<file path="config.mk">
export PLATFORM = sky130hd
export DESIGN_NAME = output_allocator_6
export DESIGN_NICKNAME = d
export VERILOG_FILES = /design/src/rtl/alloc_pkg.sv /design/src/rtl/rr_arbiter.sv /design/src/rtl/output_allocator_6.sv
export SDC_FILE = /design/constraint.sdc
export NUM_CORES = 1
export LEC_CHECK = 0
export BUFFER_PORTS_ARGS = -buffer_cell sky130_fd_sc_hd__buf_2
export CORE_MARGIN = 2
export CORE_UTILIZATION = 35
export CTS_CLUSTER_SIZE = 40
export DETAILED_ROUTE_END_ITERATION = 16
export HOLD_SLACK_MARGIN = 0.15
export PLACE_DENSITY = 0.65
export SLEW_MARGIN = 20
export SYNTH_ARGS = -nofsm -noshare
export SYNTH_HDL_FRONTEND = slang
export SYNTH_SLANG_ARGS = --single-unit
</file>
<file path="constraint.sdc">
create_clock -name clk -period 5.39 [get_ports clk]
set_input_delay 0.539 -clock clk [delete_from_list [all_inputs] [get_ports clk]]
set_output_delay 0.539 -clock clk [all_outputs]
set_load 0.005 [all_outputs]
</file>
<file path="src/rtl/alloc_pkg.sv">
// Shared definitions for the output-port allocator: default port count,
// FSM state type and one-hot select width.
package alloc_pkg;

  localparam int N_IN_DEFAULT = 6;
  localparam int ONEHOT_W     = N_IN_DEFAULT;

  typedef enum logic {
    IDLE   = 1'b0,
    LOCKED = 1'b1
  } state_t;

  // Width of an index into N ports; at least one bit so a 1-port build still elaborates.
  function automatic int ptr_width(input int n);
    return (n > 1) ? $clog2(n) : 1;
  endfunction

endpackage

</file>
<file path="src/rtl/rr_arbiter.sv">
// Combinational round-robin picker: the first asserted req at or above ptr,
// wrapping past the top port, returned as a one-hot winner.
module rr_arbiter
  import alloc_pkg::*;
#(
  parameter int N_IN  = N_IN_DEFAULT,
  parameter int PTR_W = ptr_width(N_IN)
) (
  input  logic [N_IN-1:0]  req,
  input  logic [PTR_W-1:0] ptr,
  output logic [N_IN-1:0]  winner
);

  logic [PTR_W:0]   sum;
  logic [PTR_W-1:0] idx;
  logic             found;

  always_comb begin
    winner = '0;
    found  = 1'b0;
    sum    = '0;
    idx    = '0;
    for (int k = 0; k < N_IN; k++) begin
      // Offset k from ptr, folded back into 0..N_IN-1.
      sum = {1'b0, ptr} + (PTR_W + 1)'(k);
      if (sum >= (PTR_W + 1)'(N_IN)) begin
        sum = sum - (PTR_W + 1)'(N_IN);
      end
      idx = sum[PTR_W-1:0];
      if (!found && req[idx]) begin
        winner[idx] = 1'b1;
        found       = 1'b1;
      end
    end
  end

endmodule

</file>
<file path="src/rtl/output_allocator_6.sv">
// Wormhole output-port allocator: locks the output to one input for a whole
// packet. Optional macro ALLOC_BACK2BACK_EN re-arbitrates on the tail cycle.
module output_allocator_6
  import alloc_pkg::*;
#(
  parameter int N_IN = N_IN_DEFAULT
) (
  input  logic            clk,
  input  logic            rst,
  input  logic [N_IN-1:0] req,
  input  logic [N_IN-1:0] valid_in,
  input  logic [N_IN-1:0] tail_in,
  input  logic            out_stall,
  output logic [N_IN-1:0] mux_sel,
  output logic [N_IN-1:0] grant,
  output logic            valid_out
);

  localparam int PTR_W = ptr_width(N_IN);

  state_t           state, state_nx;
  logic [PTR_W-1:0] ptr, ptr_nx;
  logic [PTR_W-1:0] owner_idx, rel_ptr, arb_ptr;
  logic [N_IN-1:0]  mux_sel_nx, arb_gnt, grant_c;

  // Owner index recovered from the one-hot select register.
  always_comb begin
    owner_idx = '0;
    for (int k = 0; k < N_IN; k++) begin
      if (mux_sel[k]) begin
        owner_idx = PTR_W'(k);
      end
    end
  end

  assign rel_ptr = (owner_idx == PTR_W'(N_IN - 1)) ? '0 : owner_idx + PTR_W'(1);

`ifdef ALLOC_BACK2BACK_EN
  // On a tail transfer the search must already start past the releasing owner.
  assign arb_ptr = (state == LOCKED) ? rel_ptr : ptr;
`else
  assign arb_ptr = ptr;
`endif

  rr_arbiter #(
    .N_IN  (N_IN),
    .PTR_W (PTR_W)
  ) u_rr_arbiter (
    .req    (req),
    .ptr    (arb_ptr),
    .winner (arb_gnt)
  );

  always_comb begin
    state_nx   = state;
    ptr_nx     = ptr;
    mux_sel_nx = mux_sel;
    grant_c    = '0;
    case (state)
      IDLE: begin
        if (|req) begin
          mux_sel_nx = arb_gnt;
          state_nx   = LOCKED;
        end
      end
      LOCKED: begin
        // Non-owner reqs and the owner's own req are irrelevant here; only the tail releases.
        if (!out_stall && !rst) begin
          grant_c = mux_sel & valid_in;
        end
        if (|(grant_c & tail_in)) begin
          ptr_nx = rel_ptr;
`ifdef ALLOC_BACK2BACK_EN
          if (|req) begin
            mux_sel_nx = arb_gnt;
            state_nx   = LOCKED;
          end else begin
            mux_sel_nx = '0;
            state_nx   = IDLE;
          end
`else
          mux_sel_nx = '0;
          state_nx   = IDLE;
`endif
        end
      end
      default: begin
        state_nx   = IDLE;
        mux_sel_nx = '0;
      end
    endcase
  end

  assign grant     = grant_c;
  assign valid_out = |grant_c;

  always_ff @(posedge clk) begin
    if (rst) begin
      state   <= IDLE;
      ptr     <= '0;
      mux_sel <= '0;
    end else begin
      state   <= state_nx;
      ptr     <= ptr_nx;
      mux_sel <= mux_sel_nx;
    end
  end

endmodule

</file>
-- Yosys cells after proc, flatten, opt, wreduce, memory -nomap -nowiden
Cells that the tools add are included.
- memory bits (read-only): 0
- bits in writable memories: 0
- output and inout bits: 13
- input port bits: 21
- flip-flop bits (word level): 10
- latch bits: 0
- memories: 0
- word-level logic and storage cells: 124
- $lt $le $gt $ge: 18
- add/subtract/negate cells: 12
- reductions and logical operators: 24
- eq/ne operators: 3
- multiplexer cells: 56
- shift operators: 0
- bitwise logic cells: 8
- div/mod/pow operators: 0
- multiply operators: 0
- operators by type and width (operator ; number):
    6-bit two-way mux ; 11
    3-bit two-way mux ; 11
    6-bit bitwise OR ; 5
    3-bit by 4-bit < comparator with 1-bit output, second input constant ; 6
    4-bit by 3-bit >= comparator with 1-bit output, second input constant ; 5
    1-bit two-way mux ; 20
    1-bit binary-select mux with 3-bit select ; 6
    1-bit demux with 3-bit select ; 6
    3-bit by 1-bit >= comparator with 1-bit output, second input constant ; 6
    6-bit OR reduction ; 3
    3-bit subtractor, second input constant ; 6
    6-bit AND ; 2
    1-bit logical AND ; 12
    6-bit case mux with 2 select lines ; 1
    3-bit by 2-bit adder with 4-bit output, second input constant ; 2
    3-bit by 3-bit adder with 4-bit output, second input constant ; 2
    1-bit logical NOT ; 7
    3-bit by 1-bit adder with 4-bit output, second input constant ; 1
    2-bit AND reduction ; 2
    3-bit by 1-bit adder with 3-bit output, second input constant ; 1
    3-bit equality test, second input constant ; 1
    3-bit >= comparator, second input constant ; 1
    2-bit by 1-bit inequality test with 1-bit output, second input constant ; 1
    2-bit inequality test, second input constant ; 1
    2 further kinds ; 2

-- Depth between registers and ports, before layout
- depth after elaboration: 22
- gate-level depth with buffers: 13
- depth with buffers taken out: 9

-- Modules after synthesis
A second synthesis with hierarchy kept.
- cell total of the unflattened synthesis: 211
- area total of the unflattened synthesis: 1527.7 µm²
- modules (own cells, without submodules) (module ; seq. area each (µm²) ; instances ; area each (µm²) ; cells each):
    rr_arbiter ; 0.0 ; 1 ; 997.2 ; 146
    output_allocator_6 ; 200.2 ; 1 ; 530.5 ; 65

-- Least setup slack after synthesis
Ideal clock, no wire load.
- path type: register to register
- start point: register ptr[0], in the netlist arb_ptr[0]
- end point: register mux_sel[5]
- period minus slack after synthesis: 2.918 ns
- data arrival time: 2.801 ns
- data required time: 5.273 ns
- cell stages (with the launch flop): 13
- buffers on the path: 3
- slack: 2.472 ns
- library setup time: 0.117 ns
- path through: dfxtp_1 -> buf_4 -> buf_2 -> inv_2 -> ha_1 -> clkbuf_1 -> a21oi_1 -> mux2i_1 -> a2bb2o_1 -> o21bai_1 -> o32a_1 -> o311ai_1 -> a32o_1
- cells in the longest elaborated chain, start to end: 22
- elaborated cells on any way between the ends: 93
- classes of those cells: add/sub (11); order compare (18); mux (43); bitwise (5); reduce/logical (16)
- RTL lines (what ; RTL line ; source):
    start, declared ; output_allocator_6.sv:22 ; logic [PTR_W-1:0] ptr, ptr_nx;
    start signal, assigned ; output_allocator_6.sv:104 ; ptr <= ptr_nx;
    branches (longest 19 deep; another with 3-bit by 1-bit adder with 4-bit output) ; -- ;
    6-bit two-way mux * ; rr_arbiter.sv:30 ; if (!found && req[idx]) begin
    6-bit two-way mux * ; output_allocator_6.sv:61 ; if (|req) begin
    6-bit case mux with 2 select lines * ; output_allocator_6.sv:59 ; case (state)
    end signal, assigned ; output_allocator_6.sv:105 ; mux_sel <= mux_sel_nx;
    end, declared ; output_allocator_6.sv:14 ; output logic [N_IN-1:0] mux_sel,
Every way passes the cells marked *. The select of a mux whose other input is x is not followed.
A chain may end at the register's enable or synchronous reset.

-- Worst setup path in the final report
Ends and elaborated chain as after synthesis.

==> impl_metrics.json <==
{
  "cts_tree": "done",
  "cpPeakStageDelay_ns": 0.71,
  "pwr_density_cell_nw_per_um2": 125.1,
  "port_buffers": 33,
  "clock_path_buffers": 2,
  "min_from": "state",
  "r2r_end": "mux_sel[5]",
  "fin_crit_ns": 3.339,
  "vias_per_cell": 5.821,
  "netlist-cell-type-count": 61,
  "worstRegToRegCells": 10,
  "sequentialPowerShare_pct": 35.7,
  "multi_input_area_um2": 1246,
  "rsz0062_at_grt": "no",
  "finalHoldViolations": 0,
  "cts_root_buf": "clkbuf_8",
  "cts_hold_buffers": 0,
  "r2r_slack_ns": 2.05,
  "hpwl_mm": 3.331,
  "final_nets": 263,
  "die_area_um2": 4925,
  "cp_max_fo": 31,
  "drv_cap": 0,
  "fp.coreArea_um2": 4294,
  "power_w": 0.0002209,
  "combPwrFrac_pct": 21.6,
  "yosys.area.top_type": "dfxtp_1",
  "detail-route-antenna-nets": 0,
  "dp_slack_ns": 2.097,
  "yosysSeqAreaShare_pct": 13.06,
  "synthTopCellsByCount": "22 x nor2_1, 14 x nand2_1, 13 x a21oi_1",
  "cp.arrival_ns": 3.47,
  "hold_path_end": "state",
  "whs_path_depth": 2,
  "synthesis.nets": 235,
  "synthTopCellsByArea": "dfxtp_1 13%, ha_1 6.5%, mux2i_1 5.9%, nor2_1 5.4%, a21oi_1 4.2%",
  "start_util_pct": 35.69,
  "start_kind": "register",
  "relSlewSlack_pct": 57.06,
  "grt_overflow_total": 0,
  "vdd_ir_drop_max_mv": 0.06283,
  "clkPwrFrac_pct": 42.7,
  "min_period_over_period_pct": 61.94,
  "num_vias": 1659,
  "synth_flop_cell": "dfxtp_1",
  "seqCellArea_um2": 200.2,
  "yosysWarnings": 0,
  "finalSetupTns_ns": 0,
  "post_drt_wl_per_cell_um": 15.04,
  "synth_top_area_share_pct": 13.06,
  "clk_pin_slew_ns": 0.05,
  "grt_pass1_vias": 1462,
  "synth_edf_count": 0,
  "drive_gt1_share_pct": 22.32,
  "end_kind": "register",
  "antenna_found_initial": 0,
  "ys_ff_latch": 10,
  "die_x_um": 70.18,
  "clk_latency_ns": 0.24,
  "drtIter0Drc": 106,
  "drv_slew": 0,
  "place.gp.congestion": 0.9382,
  "critPathLaunch": "arb_ptr[0]",
  "area_growth_pct": 15.18,
  "synth_most_common_cell": "nor2_1",
  "place_area_um2": 1710,
  "cell_internal_pwr_w": 0.0001605,
  "synth_area_um2": 1533,
  "status": "finished clean",
  "hold-worst-slack_ns": 0.5111,
  "critPathTopFamily": "compound AO/OA/AOI/OAI gates",
  "worstPathCellList": "buf_4 > inv_2 > ha_1 > a21oi_1 > mux2i_1 > a2bb2o_1 > o21bai_1 > o32a_1 > o311ai_1 > a32o_1",
  "die_h_um": 70.18,
  "htree_levels": 1,
  "grtUsageTotal_pct": 17.33,
  "drc": 0,
  "avgSynthCellArea_um2": 7.440,
  "regToRegStartpoint": "arb_ptr[0]",
  "post_cts_buffers": 0,
  "slowest_stage": "ha_1",
  "worstSetupPathDepth": 10,
  "cts_resized": 0,
  "setup_viol": 0,
  "num_rows": 24,
  "fill_cells": 452,
  "fmax_mhz": 299.5,
  "path_class": "reg2reg",
  "postLayoutCellArea_um2": 1765,
  "cts_made_buffers": 3,
  "p_switching_w": 0.00006040,
  "swShare_pct": 27.34,
  "grt_max_degree": 32,
  "syn_inst": 206,
  "finClkSkew_ns": 0.004302,
  "power.leakage_nw": 0.7021,
  "drtPass1Iterations": 4,
  "grt_pass1_wl_mm": 6.975,
  "diodes": 0,
  "tightest_slew_ns": 0.6432,
  "cts_sinks": 10,
  "required_ns": 5.52,
  "critPathBufInv": 2,
  "num_io_pins": 34,
  "finalWorstSetupSlack_ns": 2.051,
  "hold_path_class": "reg2reg",
  "routed_wl_mm": 4.286,
  "async_reset_ff_share_pct": 0
}
-- cells by family (layout without fill, tap and decap cells) --
kind of cell	count (synthesis)	count (layout)	synth area share, %
AO/OA/AOI/OAI	63	63	29.23
buffers and inverters	18	45	5.632
flip-flops	10	10	13.06
AND/OR/NAND/NOR	89	89	32.08
adder cells (fa/ha/maj)	8	8	6.531
XOR/XNOR	6	6	5.143
multiplexers	12	12	8.326
-- power groups by stage --
stage          Clock (W)  Combinational, W  Sequential (W)
2_1_floorplan          0         0.0000297       0.0000798
3_3_place_gp           0         0.0000467       0.0000802
3_5_place_dp           0         0.0000468       0.0000802
4_1_cts        0.0000950         0.0000471       0.0000788
5_1_grt         0.000101         0.0000529       0.0000790
6_report       0.0000943         0.0000477       0.0000788
-- how the worst max path moves through the flow --
stage            endpoint  slack (ns)
2_1_floorplan  mux_sel[5]        2.47
3_3_place_gp   mux_sel[2]        2.11
3_5_place_dp   mux_sel[2]        2.10
4_1_cts        mux_sel[2]        2.08
5_1_grt        mux_sel[2]        1.69
6_report       mux_sel[5]        2.05
-- per-layer routing --
layer,GRT usage [%],up-vias,share of wire (%)
met2,26.88,49,45
met3,2.453,10,4.9
met5,0,-,0
met4,6.197,0,2.3
li1,-,840,-
met1,24.39,760,48
-- registers in the layout, indices dropped and copies added, names as in the netlist --
signal   cells
arb_ptr      3
mux_sel      6
state        1
-- placed cells by master (no fill, tap or decap), types with 4 or more instances in the layout --
| master | synthesis | final |
|---|---|---|
| buf_2 | 3 | 33 |
| nor2_1 | 22 | 22 |
| nand2_1 | 14 | 14 |
| a21oi_1 | 13 | 13 |
| dfxtp_1 | 10 | 10 |
| or3_1 | 9 | 9 |
| mux2i_1 | 9 | 9 |
| nor3_1 | 8 | 8 |
| ha_1 | 8 | 8 |
| o21ai_0 | 7 | 7 |
| inv_1 | 6 | 6 |
| nand3_1 | 6 | 6 |
| a31oi_1 | 6 | 6 |
| and3_1 | 6 | 6 |
| xnor2_1 | 4 | 4 |
| a32o_1 | 4 | 4 |
| clkbuf_8 | 0 | 4 |
-- stage by stage --
stage	std cells	utilization [%]
after global placement	281	39.83
after floorplan	206	-
final	285	41.11
after global routing	285	41.11
after CTS	285	41.11
after detailed placement	281	39.83
-- worst min-delay path, cell delays in order (launching register included) --
cell	delay (ns)
dfxtp_1	0.33
inv_1	0.08
a21oi_1	0.06
-- layout make-up --
type,instances,area share (%)
multi-input combinational,178,70.59
clock buffer,4,3.118
timing repair buffer,34,9.780
inverter,7,1.488
sequential,10,11.34
tap,52,3.685
(Power assumes the default switching activity.)
